===== config.mk =====
export PLATFORM = sky130hd
export DESIGN_NAME = branch_metric_gen
export DESIGN_NICKNAME = d
export VERILOG_FILES = /design/src/rtl/bmu_pkg.sv /design/src/rtl/bm_label_calc.sv /design/src/rtl/branch_metric_gen.sv
export SDC_FILE = /design/constraint.sdc
export NUM_CORES = 1
export LEC_CHECK = 0
export BUFFER_PORTS_ARGS = -buffer_cell sky130_fd_sc_hd__buf_4
export CORE_MARGIN = 2
export CORE_UTILIZATION = 48
export CTS_CLUSTER_DIAMETER = 200
export DETAILED_ROUTE_END_ITERATION = 10
export PLACE_DENSITY = 0.85
export SYNTH_ARGS = -nofsm -noshare
export SYNTH_HDL_FRONTEND = slang
export SYNTH_HIERARCHICAL = 1
export SYNTH_SLANG_ARGS = --single-unit

===== constraint.sdc =====
create_clock -name clk -period 1.68 [get_ports clk]
set_input_delay 0.336 -clock clk [delete_from_list [all_inputs] [get_ports clk]]
set_output_delay 0.336 -clock clk [all_outputs]
set_load 0.005 [all_outputs]

===== src/rtl/bmu_pkg.sv =====
// Shared sizing helpers and FSM state type for the branch metric generator.
package bmu_pkg;

  typedef enum logic {
    IDLE  = 1'b0,
    SHIFT = 1'b1
  } state_t;

  function automatic int clog2(input int x);
    int r;
    int v;
    r = 0;
    v = 1;
    while (v < x) begin
      v = v << 1;
      r++;
    end
    return r;
  endfunction

  // Widest metric is every code bit at full distance (2**Q-1) from its label bit.
  function automatic int calc_m_w(input int n_out, input int q);
    return clog2(n_out * ((1 << q) - 1) + 1);
  endfunction

  function automatic int calc_s(input int word_w, input int n_out, input int q);
    return word_w / (n_out * q);
  endfunction

  function automatic int calc_l(input int n_out);
    return 1 << n_out;
  endfunction

  function automatic int calc_idx_w(input int s);
    return (clog2(s) < 1) ? 1 : clog2(s);
  endfunction

endpackage


===== src/rtl/bm_label_calc.sv =====
// Combinational branch metrics for every codeword label of one received symbol;
// masked (punctured) code bits contribute nothing to any label.
module bm_label_calc
  import bmu_pkg::*;
#(
  parameter  int N_OUT = 2,
  parameter  int Q     = 1,
  localparam int L     = calc_l(N_OUT),
  localparam int M_W   = calc_m_w(N_OUT, Q)
) (
  input  logic [N_OUT*Q-1:0] sym,
  input  logic [N_OUT-1:0]   mask,
  output logic [L*M_W-1:0]   bm_bus
);

  localparam logic [Q-1:0] E_MAX = '1;

  for (genvar l = 0; l < L; l++) begin : g_label
    logic [M_W-1:0] acc;

    // NOTE: acc gets a default before the loop so every path assigns it and no latch is inferred.
    always_comb begin
      acc = '0;
      for (int i = 0; i < N_OUT; i++) begin
        if (mask[i]) begin
          if (((l >> i) & 1) != 0) acc = acc + M_W'(E_MAX - sym[i*Q +: Q]);
          else                     acc = acc + M_W'(sym[i*Q +: Q]);
        end
      end
    end

    assign bm_bus[l*M_W +: M_W] = acc;
  end

endmodule


===== src/rtl/branch_metric_gen.sv =====
// Serialises packed received words into symbols and registers their branch metrics.
// Define PUNCT_EN to add the per-code-bit puncture mask input.
module branch_metric_gen
  import bmu_pkg::*;
#(
  parameter  int WORD_W = 16,
  parameter  int N_OUT  = 2,
  parameter  int Q      = 1,
  localparam int SYM_W  = N_OUT * Q,
  localparam int S      = calc_s(WORD_W, N_OUT, Q),
  localparam int L      = calc_l(N_OUT),
  localparam int M_W    = calc_m_w(N_OUT, Q),
  localparam int IDX_W  = calc_idx_w(S)
) (
  input  logic               clk,
  input  logic               rst,
  input  logic               en_brch,
`ifdef PUNCT_EN
  input  logic [WORD_W/Q-1:0] punct,
`endif
  input  logic [WORD_W-1:0]  data,
  input  logic               in_valid,
  output logic               in_ready,
  output logic               bm_valid,
  output logic [L*M_W-1:0]   bm_bus,
  output logic [SYM_W-1:0]   sym_rx,
  output logic [IDX_W-1:0]   sym_idx,
  output logic               word_last
);

  state_t              state;
  logic [WORD_W-1:0]   sr;
  logic [IDX_W-1:0]    cnt;
  logic [N_OUT-1:0]    mask;
  logic [SYM_W-1:0]    sym_cur;
  logic [SYM_W-1:0]    sym_vis;
  logic [L*M_W-1:0]    bm_next;
  logic                advance;
  logic                last_sym;
  logic                accept;

`ifdef PUNCT_EN
  logic [WORD_W/Q-1:0] psr;
  assign mask = psr[WORD_W/Q-1 -: N_OUT];
`else
  assign mask = '1;
`endif

  assign sym_cur = sr[WORD_W-1 -: SYM_W];

  for (genvar i = 0; i < N_OUT; i++) begin : g_vis
    assign sym_vis[i*Q +: Q] = mask[i] ? sym_cur[i*Q +: Q] : '0;
  end

  bm_label_calc #(
    .N_OUT (N_OUT),
    .Q     (Q)
  ) u_calc (
    .sym    (sym_vis),
    .mask   (mask),
    .bm_bus (bm_next)
  );

  assign advance  = (state == SHIFT) && en_brch;
  assign last_sym = (cnt == IDX_W'(S - 1));
  // Ready on the last symbol's cycle lets the next word load with no bubble.
  assign in_ready = (state == IDLE) || (advance && last_sym);
  assign accept   = in_valid && in_ready;

  // NOTE: non-blocking assignments make every register sample pre-edge values; the
  // accept branch comes last so a reload overrides the shift in the same cycle.
  always_ff @(posedge clk) begin
    if (rst) begin
      state     <= IDLE;
      sr        <= '0;
      cnt       <= '0;
      bm_valid  <= 1'b0;
      bm_bus    <= '0;
      sym_rx    <= '0;
      sym_idx   <= '0;
      word_last <= 1'b0;
`ifdef PUNCT_EN
      psr       <= '0;
`endif
    end else begin
      bm_valid  <= advance;
      word_last <= advance && last_sym;
      if (advance) begin
        bm_bus  <= bm_next;
        sym_rx  <= sym_vis;
        sym_idx <= cnt;
        sr      <= sr << SYM_W;
        cnt     <= cnt + IDX_W'(1);
`ifdef PUNCT_EN
        psr     <= psr << N_OUT;
`endif
      end
      if (accept) begin
        state <= SHIFT;
        sr    <= data;
        cnt   <= '0;
`ifdef PUNCT_EN
        psr   <= punct;
`endif
      end else if (advance && last_sym) begin
        state <= IDLE;
      end
    end
  end

endmodule


==> reports/metrics.yaml <==
cells_and_area:
  utilization_pct: 66.85
  final_cell_mix: "buf_4 (44), dfxtp_1 (33), nand2_1 (27)"
  fin_area_um2: 2231
  drive_above_1_share_pct: 38.16
  n_antenna_cell: 0
  layoutNonFillerInstCount: 274
  fillerInstances: 273
  area_growth_pct: 33.66
  fin_nets: 249
  layout_commonest_cell: "buf_4"
grt:
  grt_usage_pct: 18.80
  overflow: 0
  grt_max_degree: 35
  antenna_found_initial: 0
  grt_pass1_vias: 1300
  grt_first_pass_wirelength_um: 5844
place:
  io_buffers: 35
  dpl.hpwl_um: 2182
  placed_area_um2: 2004
  gp_congestion: 0.7861
  place_inst: 262
sta:
  fmax_mhz: 566.0
  fin_ws_ns: -0.08678
  rsz0062_at_grt: "true"
  clock_skew_ns: 0.009206
  hold_viol_final: 0
  maxSlewViolCount: 0
  setup_viol: 1
  post-route-period-util_pct: 105.2
  fin_crit_ns: 1.767
pwr:
  p_per_area_nw_per_um2: 831.0
  p_leak_nw: 0.9548
  ir_drop_uv: 618.1
  power.total_mw: 1.854
floorplan:
  die_w_um: 62.97
  die_h_um: 62.97
  fp.dieArea_um2: 3965
  ios: 36
  initial_utilization_pct: 50.02
  row_count: 21
  core-area_um2: 3337
setup_path:
  cp_slowest_cell: "dfxtp_2"
  cp_cell_sequence: "ha_4 -> ha_4 -> a21bo_1 -> buf_6 -> buf_6"
  worst_ep_required_time_ns: 1.34
  start_kind: "register"
  slowest_delay_ns: 0.36
  crit_type: "reg -> out"
  crit_fanout: 3
  end_kind: "output port"
  arrival_ns: 1.43
synthesis:
  synth_edf_count: 0
  ys_types: 30
  yosys_warnings: 6
  ys_ff_latch: 35
  syn_inst: 188
  yosysSeqAreaShare_pct: 41.98
  synth.avg_cell_area_um2: 8.878
  ys.flop_type: "dfxtp_1"
  synth_area_um2: 1669
  synth-async-reset-ratio_pct: 0
clock_tree:
  root_buffer: "clkbuf_4"
  clock_path_buffers: 2
  clock_latency_ns: 0.34
  cts_htree_levels: 2
  numCtsBuffers: 5
  cts.sinks: 35
  clk_pin_slew_ns: 0.10
  cts_tree: "built"
  cts_hold_buf: 0
routing:
  dr.first_iter.drc_count: 94
  antenna_left: 0
  via_count: 1425
  post_drt_wl_per_cell_um: 12.68
  via_per_inst: 5.201
  totalWireLength_um: 3475
  drt-pass1-iter-count: 4
  drcViolationCount: 0
outcome:
  status: "finished, violations left"
  violations: "negative setup slack"
job:
  maxCapViolations: 0
worst_hold_path:
  hold_class: "in -> reg"
[state kept, by name (all words and copies together) (netlist names)]
name / count
sr: 16
bm_valid: 1
cnt: 3
word_last: 1
bm_bus: 8
sym_idx: 3
sym_rx: 2
state: 1
[power by group]
group	total (mW)	internal, mW	leakage [nW]	switching, mW
Combinational	0.313	0.163	0.619	0.150
Sequential	0.905	0.871	0.287	0.0343
Clock	0.636	0.352	0.0482	0.284
[worst max-delay path: cells and delay by family, from the launching register on]
family	cells	cell delay [ns]
AO/OA/AOI/OAI	1	0.19
buffers and inverters	2	0.23
adder cells (fa/ha/maj)	2	0.31
flip-flops	1	0.36
[routing by layer]
layer	vias to the layer above	routed length (µm)	part of all wire, %	GRT usage [%]
met3	4	173	5.0	5.586
met4	0	62	1.8	10.00
met1	667	1518	44	22.05
met5	-	0	0	0
met2	33	1720	49	30.72
li1	721	-	-	-
[metrics by stage]
| stage | worst slack, ns | TNS [ns] | hold slack, ns |
|---|---|---|---|
| floorplan | 0.01487 | 0 | 0.4479 |
| global placement | 0.09856 | 0 | 0.4435 |
| detailed placement | 0.04062 | 0 | 0.4483 |
| CTS | -0.07848 | -0.07848 | 0.2214 |
| global route | -0.1460 | -0.2923 | 0.2194 |
| finish | -0.08678 | -0.08678 | 0.2357 |
[cells by family (layout without fill, tap and decap cells)]
logic type / Yosys count / in the layout / synth area share, %
compound gates: 45 / 45 / 21.29
buf+inv: 33 / 69 / 9.295
mux: 4 / 4 / 2.399
xor+xnor: 5 / 5 / 2.624
fa+ha+maj: 2 / 2 / 1.499
simple gates: 63 / 63 / 20.69
flops: 35 / 35 / 41.98
other cells: 1 / 5 / 0.2247
[synthesized netlist by cell type, types with 2 or more instances]
| library cell | instances | area share, % |
|---|---|---|
| xnor2_1 | 3 | 1.6 |
| nor3_2 | 3 | 1.8 |
| and3_1 | 14 | 5.2 |
| inv_1 | 15 | 3.4 |
| and2_1 | 2 | 0.75 |
| a21oi_1 | 14 | 4.2 |
| nor2_1 | 5 | 1.1 |
| mux2i_1 | 4 | 2.4 |
| a31oi_1 | 2 | 0.75 |
| clkbuf_1 | 7 | 1.6 |
| ha_1 | 2 | 1.5 |
| or2_1 | 2 | 0.75 |
| a211oi_1 | 7 | 3.1 |
| nand2_2 | 2 | 0.75 |
| buf_6 | 3 | 2.0 |
| nand4_1 | 2 | 0.75 |
| xor2_1 | 2 | 1.0 |
| a221oi_1 | 14 | 7.3 |
| nand2_1 | 27 | 6.1 |
| dfxtp_1 | 35 | 42 |
| nand3b_1 | 2 | 0.90 |
| a211oi_2 | 7 | 5.2 |
| buf_2 | 7 | 2.1 |
[path summary, 6_finish.rpt]
check / startpoint / to / cells after the start / slack (ns)
setup / recovery: cnt[1]$_SDFFE_PP0P_ / in_ready / 5 / -0.09
hold / removal: data[8] / sr[8]$_SDFFE_PP0P_ / 3 / 0.24
setup reg to reg: cnt[1]$_SDFFE_PP0P_ / sr[6]$_SDFFE_PP0P_ / 7 / 0.03
hold reg to reg: bm_bus[0]$_SDFFE_PP0P_ / bm_bus[0]$_SDFFE_PP0P_ / 2 / 0.46
[cell type report]
| class | instances | area [µm²] | area share [%] |
|---|---|---|---|
| inverter | 15 | 56.30 | 2.524 |
| clock inverter | 2 | 35.03 | 1.570 |
| multi-input combinational | 124 | 974.7 | 43.69 |
| timing repair buffer | 46 | 352.8 | 15.82 |
| sequential | 35 | 703.2 | 31.52 |
| clock buffer | 6 | 51.30 | 2.299 |
| tap | 46 | 57.56 | 2.580 |
[timing repair]
action                     4_1_cts  5_1_grt
hold endpoints to repair         0        0
buffers inserted                 4        0
setup endpoints to repair        1       11
pin swaps                        2        3
resized for setup                7       10
No activity file was read; power rests on OpenSTA's default activity.
